==> config.mk <==
export PLATFORM = sky130hd
export DESIGN_NAME = register_file_pipe
export DESIGN_NICKNAME = d
export VERILOG_FILES = /design/src/rtl/register_file_pipe.sv
export SDC_FILE = /design/constraint.sdc
export NUM_CORES = 2
export LEC_CHECK = 0
export CORE_ASPECT_RATIO = 1.2
export CORE_MARGIN = 2
export CORE_UTILIZATION = 45
export DETAILED_ROUTE_END_ITERATION = 10
export PLACE_DENSITY = 0.71
export SYNTH_ARGS = -nofsm -noshare
export SYNTH_HDL_FRONTEND = slang
export SYNTH_SLANG_ARGS = --single-unit
==> constraint.sdc <==
create_clock -name clk -period 3.85 [get_ports clk]
set_input_delay 0.5775 -clock clk [delete_from_list [all_inputs] [get_ports clk]]
set_output_delay 0.5775 -clock clk [all_outputs]
set_load 0.005 [all_outputs]
==> src/rtl/register_file_pipe.sv <==
// Register file with zeroing sweep, 1-cycle registered reads with write bypass,
// and per-register pending-producer (busy) tracking with a live reservation count.
module register_file_pipe #(
   parameter int unsigned DATA_W   = 32,
   parameter int unsigned NUM_REGS = 32,
   parameter int unsigned ADDR_W   = 5
) (
   input  logic              clk,
   input  logic              rst_n,
   input  logic              clr,
   output logic              ready,
   input  logic              we,
   input  logic [ADDR_W-1:0] waddr,
   input  logic [DATA_W-1:0] wdata,
   input  logic [ADDR_W-1:0] ra1,
   input  logic [ADDR_W-1:0] ra2,
   output logic [DATA_W-1:0] rd1,
   output logic [DATA_W-1:0] rd2,
   input  logic              rsv_en,
   input  logic [ADDR_W-1:0] rsv_addr,
   output logic              busy1,
   output logic              busy2,
   output logic [ADDR_W:0]   busy_cnt
);

   localparam int unsigned CNT_W = ADDR_W + 1;
   localparam logic [CNT_W-1:0]  NUM_REGS_X = CNT_W'(NUM_REGS);
   localparam logic [ADDR_W-1:0] LAST_PTR   = ADDR_W'(NUM_REGS - 1);

   typedef enum logic [0:0] {INIT = 1'b0, RUN = 1'b1} state_t;

   state_t              state, state_next;
   logic [ADDR_W-1:0]   ptr, ptr_next;
   logic [DATA_W-1:0]   regs [NUM_REGS];
   logic [NUM_REGS-1:0] busy, busy_next;

   logic                run_ok, do_wr, do_rsv, cnt_inc, cnt_dec;
   logic [CNT_W-1:0]    cnt_next;
   logic [DATA_W-1:0]   rd1_next, rd2_next;
   logic                busy1_next, busy2_next;

   // Register 0 and out-of-range addresses are never written, reserved or read
   function automatic logic addr_ok(input logic [ADDR_W-1:0] a);
      return (a != '0) && ({1'b0, a} < NUM_REGS_X);
   endfunction

   // State register
   always_ff @(posedge clk) begin
      if (!rst_n) begin
         state <= INIT;
         ptr   <= '0;
      end else begin
         state <= state_next;
         ptr   <= ptr_next;
      end
   end

   // Next-state: sweep every register once, then run until a clear request
   always_comb begin
      state_next = state;
      ptr_next   = ptr;
      unique case (state)
         INIT: begin
            ptr_next = ptr + ADDR_W'(1);
            if (ptr == LAST_PTR) begin
               state_next = RUN;
               ptr_next   = '0;
            end
         end
         RUN: begin
            if (clr) begin
               state_next = INIT;
               ptr_next   = '0;
            end
         end
         default: begin
            state_next = INIT;
            ptr_next   = '0;
         end
      endcase
   end

   // Output/datapath decode: busy update, count delta, read data with bypass
   always_comb begin
      run_ok     = (state == RUN) && !clr;
      do_wr      = run_ok && we && addr_ok(waddr);
      do_rsv     = run_ok && rsv_en && addr_ok(rsv_addr);
      busy_next  = busy;
      cnt_inc    = 1'b0;
      cnt_dec    = 1'b0;
      rd1_next   = '0;
      rd2_next   = '0;
      busy1_next = 1'b0;
      busy2_next = 1'b0;

      if (do_wr) begin
         busy_next[waddr] = 1'b0;
         cnt_dec = busy[waddr] && !(do_rsv && (rsv_addr == waddr));
      end
      if (do_rsv) begin
         busy_next[rsv_addr] = 1'b1;
         cnt_inc = !busy[rsv_addr];
      end
      if (!run_ok) begin
         busy_next = '0;
      end
      cnt_next = run_ok ? (busy_cnt + CNT_W'(cnt_inc) - CNT_W'(cnt_dec)) : '0;

      // A clear still returns stored data on that edge; only writes are dropped
      if (state == RUN) begin
         if (addr_ok(ra1)) begin
            rd1_next   = (do_wr && (waddr == ra1)) ? wdata : regs[ra1];
            busy1_next = busy_next[ra1];
         end
         if (addr_ok(ra2)) begin
            rd2_next   = (do_wr && (waddr == ra2)) ? wdata : regs[ra2];
            busy2_next = busy_next[ra2];
         end
      end
   end

   // Storage: zeroed by the sweep, no reset on the array itself
   always_ff @(posedge clk) begin
      if (rst_n) begin
         if (state == INIT) begin
            regs[ptr] <= '0;
         end else if (do_wr) begin
            regs[waddr] <= wdata;
         end
      end
   end

   // Registered outputs and busy tracking
   always_ff @(posedge clk) begin
      if (!rst_n) begin
         busy     <= '0;
         busy_cnt <= '0;
         rd1      <= '0;
         rd2      <= '0;
         busy1    <= 1'b0;
         busy2    <= 1'b0;
         ready    <= 1'b0;
      end else begin
         busy     <= busy_next;
         busy_cnt <= cnt_next;
         rd1      <= rd1_next;
         rd2      <= rd2_next;
         busy1    <= busy1_next;
         busy2    <= busy2_next;
         ready    <= (state_next == RUN);
      end
   end

endmodule

==> implementation parameters <==
Parameter                              Value

Outcome
  Outcome    finished, final reports clean

Timing
  Worst clock skew    0.02323 ns
  RSZ-0062 raised after global routing    false
  Minimum clock period after layout    around 3.4 ns
  Worst Hold Slack    about 0.55 ns
  Actual transition at the worst max-transition pin    between 0.9 and 1 ns
  Final-report setup violation count    0
  Tcrit/Tclk final    between 80% and 90%
  Upper clock frequency limit    just under 0.3 GHz
  Relative slew slack    39.79%
  Final Hold Viols    0
  Final number of max-transition violations    0

Pwr
  Sequential group share of total power    between 50% and 60%
  Switching power of the nets    approximately 0.0057 W
  Fraction of power spent switching nets    between 20% and 30%
  VDD IR-drop max    around 360 uV
  Ratio of total power to cell area    about 420 nW/um^2
  Internal power of the cells    a little over 0.02 W
  Leakage power    roughly 18 nW
  Design Power    around 0.026 W
  Clk network pwr share    42.8%
  Comb pwr share    under 10%

Route
  Final routed wire length divided by cell count    33.86 um
  Via count    between 30000 and 40000
  Top Metal Used    met5
  Met2 WL post-DR    around 77000 um
  First-pass iteration count of the detailed router    8
  Routed metal-1 wirelength    roughly 55000 um
  Remaining number of nets flagged by the antenna check after routing    0
  Residual DRC count    0
  Detailed-route vias per instance    ~6.7
  Met3 wire length    between 10000 and 15000 um
  WL final    153300 um
  Detailed router's first-iteration violation count    between 3000 and 4000

Floorplan
  Die width    316.7 um
  Number of placement rows    ~140
  Effective utilization at floorplan    45.38%
  Chip Height    between 300 and 400 um
  Die Footprint    approximately 120000 sq um
  Number of top-level pins    130
  Placeable core region    116400 sq um

Place
  Port-buffer cells    approximately 130
  Hpwl dp    about 92000 um
  Final Wtd Congestion    about 0.92

Synthesis
  Post-synth cell types    72
  Post-synth top flop    sky130_fd_sc_hd__edfxtp_1
  Average cell area after synthesis    20.07 sq um
  Number of enable flip-flop cells after synthesis    around 1000
  Ys Warns    0
  Count of state elements after synthesis    around 1100
  Post-synth net total    about 2700
  Synth area leaders    sky130_fd_sc_hd__edfxtp_1, sky130_fd_sc_hd__mux4_2, sky130_fd_sc_hd__dfxtp_1
  Area share of the largest cell type after synthesis    about three fifths
  Synth Cell Area    ~53000 sq um
  Part of the Yosys area used for sequential elements    62.39%
  Gate count after technology mapping    ~2600
  Cell type contributing the most total cell area after synthesis    sky130_fd_sc_hd__edfxtp_1
  FFs w/ async S/R, synth    0%

Layout
  Most frequent cells in the layout    sky130_fd_sc_hd__edfxtp_1, sky130_fd_sc_hd__mux4_2, sky130_fd_sc_hd__buf_4
  Layout cells sized above 1    37.82%
  Most common cell after layout, fill and taps aside    sky130_fd_sc_hd__edfxtp_1
  Layout Utilization    a little over half
  Number of nets in the layout    just under 3000
  Area growth from synthesis to layout    17.57%

Job
  Max cap viols    0

Setup path
  Maximum fanout along the worst path    10
  Kind of capture point of the worst setup path    flip-flop
  CP startpoint kind    input pin
  Startpoint of the worst register-to-register path    busy[23]
  Worst r2r path cells    14
  Critical path class    in -> reg
  Worst-case register-to-register setup slack    0.60 ns
  Required arrival time at the worst endpoint    ~4.4 ns
  Critical register-to-register path endpoint    busy_cnt[5]
  CP Data Arrival Time    between 3 and 4 ns

Clock tree
  CTS tree    yes
  Number of buffers inserted to repair setup after CTS    0
  Maximum count of clock buffers along a single path    3
  Number of sinks driven by the clock tree    about 1100
  Clk_lat worst skew    between 0.7 and 0.8 ns
  Number of instances resized during post-cts repair    0
  Clk slew on worst S/H paths    0.06 ns
  Number of hold buffers added after cts    0
  Count of H-tree levels built during CTS    3
  Root Driver    sky130_fd_sc_hd__clkbuf_16
  Total clock buffers created by CTS    roughly 110

Global route
  Initial antenna violation count    4
  Wire length of the first global-routing pass    around 220000 um
  Vias in the first global route    between 30000 and 40000
  Total global routing overflow    0
  Total Routing Usage GR    between 20 and 30%
  Maximum number of pins on one net before global-route repair    between 70 and 80

Min path
  Worst hold path cell count    2
  Worst Hold Endpoint    ptr[3]
  Worst min-delay path class    reg -> reg
  Startpoint of the most critical hold path    ptr[3]
-- cells in the mapped netlist, drive strengths merged, types with 10 or more instances --
| master | number |
|---|---|
| nand2 | 33 |
| nor2 | 128 |
| mux2i | 73 |
| edfxtp | 1024 |
| nand3 | 19 |
| nand4 | 10 |
| and2 | 34 |
| mux4 | 660 |
| buf | 91 |
| dfxtp | 110 |
| inv | 19 |
| a211oi | 64 |
| a21oi | 22 |
| nor2b | 34 |
| o21ai | 62 |
| clkbuf | 113 |
-- logic make-up after synthesis --
logic type      after synthesis  synth area share, %
xor+xnor                     14               0.2322
mux                         735                29.58
flops                      1134                62.39
fa+ha+maj                     9               0.2274
compound gates              197                2.596
simple gates                319                3.189
buf+inv                     223                1.786
-- metrics by stage --
stage / cells / setup slack [ns] / setup TNS, ns / area [sq um]
after floorplan: 2631 / 0.08861 / 0 / 52810
after detailed placement: 4318 / -0.2562 / -0.5810 / 58340
after global placement: 4318 / -0.3317 / -0.7512 / 58340
after CTS: 4525 / 0.5152 / 0 / 62090
final: 4528 / 0.4837 / 0 / 62100
after global routing: 4526 / 0.2937 / 0 / 62090
-- layout make-up --
type / instances / area [sq um]
repair buffers: 362 / 4208
clock inverters: 68 / 738.2
well taps: 1529 / 1913
clock buffers: 139 / 3012
flip-flops and latches: 1134 / 32950
multi-input cells: 1274 / 19190
fillers: 8735 / 54290
inverters: 19 / 73.82
diodes: 3 / 7.507
-- worst max-delay path by stage --
| stage | start | end | slack, ns | cells past startpoint |
|---|---|---|---|---|
| floorplan | we | regs[4][0] | 0.09 | 6 |
| global placement | rsv_addr[0] | busy_cnt[4] | -0.33 | 16 |
| detailed placement | rsv_addr[0] | busy_cnt[5] | -0.26 | 16 |
| CTS | rsv_addr[0] | busy_cnt[5] | 0.52 | 16 |
| global route | rsv_addr[0] | busy_cnt[5] | 0.29 | 16 |
| finish | rsv_addr[0] | busy_cnt[5] | 0.48 | 16 |
-- power by group through the flow --
stage	clock [W]	sequential, W	combinational, W
4_1_cts	0.0114	0.0133	0.00170
2_1_floorplan	0	0.0136	0.00109
3_5_place_dp	0	0.0136	0.00169
6_report	0.0113	0.0133	0.00169
3_3_place_gp	0	0.0136	0.00168
5_1_grt	0.0119	0.0133	0.00177
-- registers in the layout (all words and copies together), names as in the netlist --
register,count
regs,1024
busy,32
rd1,32
rd2,32
busy_cnt,6
ptr,5
busy1,1
busy2,1
ready,1
-- metal layers --
layer,global-route usage [%],vias up
li1,-,11920
met1,33.89,16160
met2,42.73,1933
met3,4.360,295
met4,10.82,2
met5,0,-
-- critical path: stages --
cell	delay, ns
sky130_fd_sc_hd__clkdlybuf4s50_1	0.57
sky130_fd_sc_hd__buf_4	0.24
sky130_fd_sc_hd__mux4_2	0.50
sky130_fd_sc_hd__nor2b_1	0.13
sky130_fd_sc_hd__nand4b_1	0.17
sky130_fd_sc_hd__a211o_1	0.30
sky130_fd_sc_hd__ha_1	0.28
sky130_fd_sc_hd__inv_1	0.04
sky130_fd_sc_hd__ha_1	0.19
sky130_fd_sc_hd__buf_4	0.13
sky130_fd_sc_hd__a21o_1	0.17
sky130_fd_sc_hd__a21oi_1	0.19
sky130_fd_sc_hd__o21bai_1	0.09
sky130_fd_sc_hd__a21oi_1	0.19
sky130_fd_sc_hd__xnor2_1	0.13
sky130_fd_sc_hd__nor2_1	0.05
Note: power is estimated with default switching activity, not from simulation.
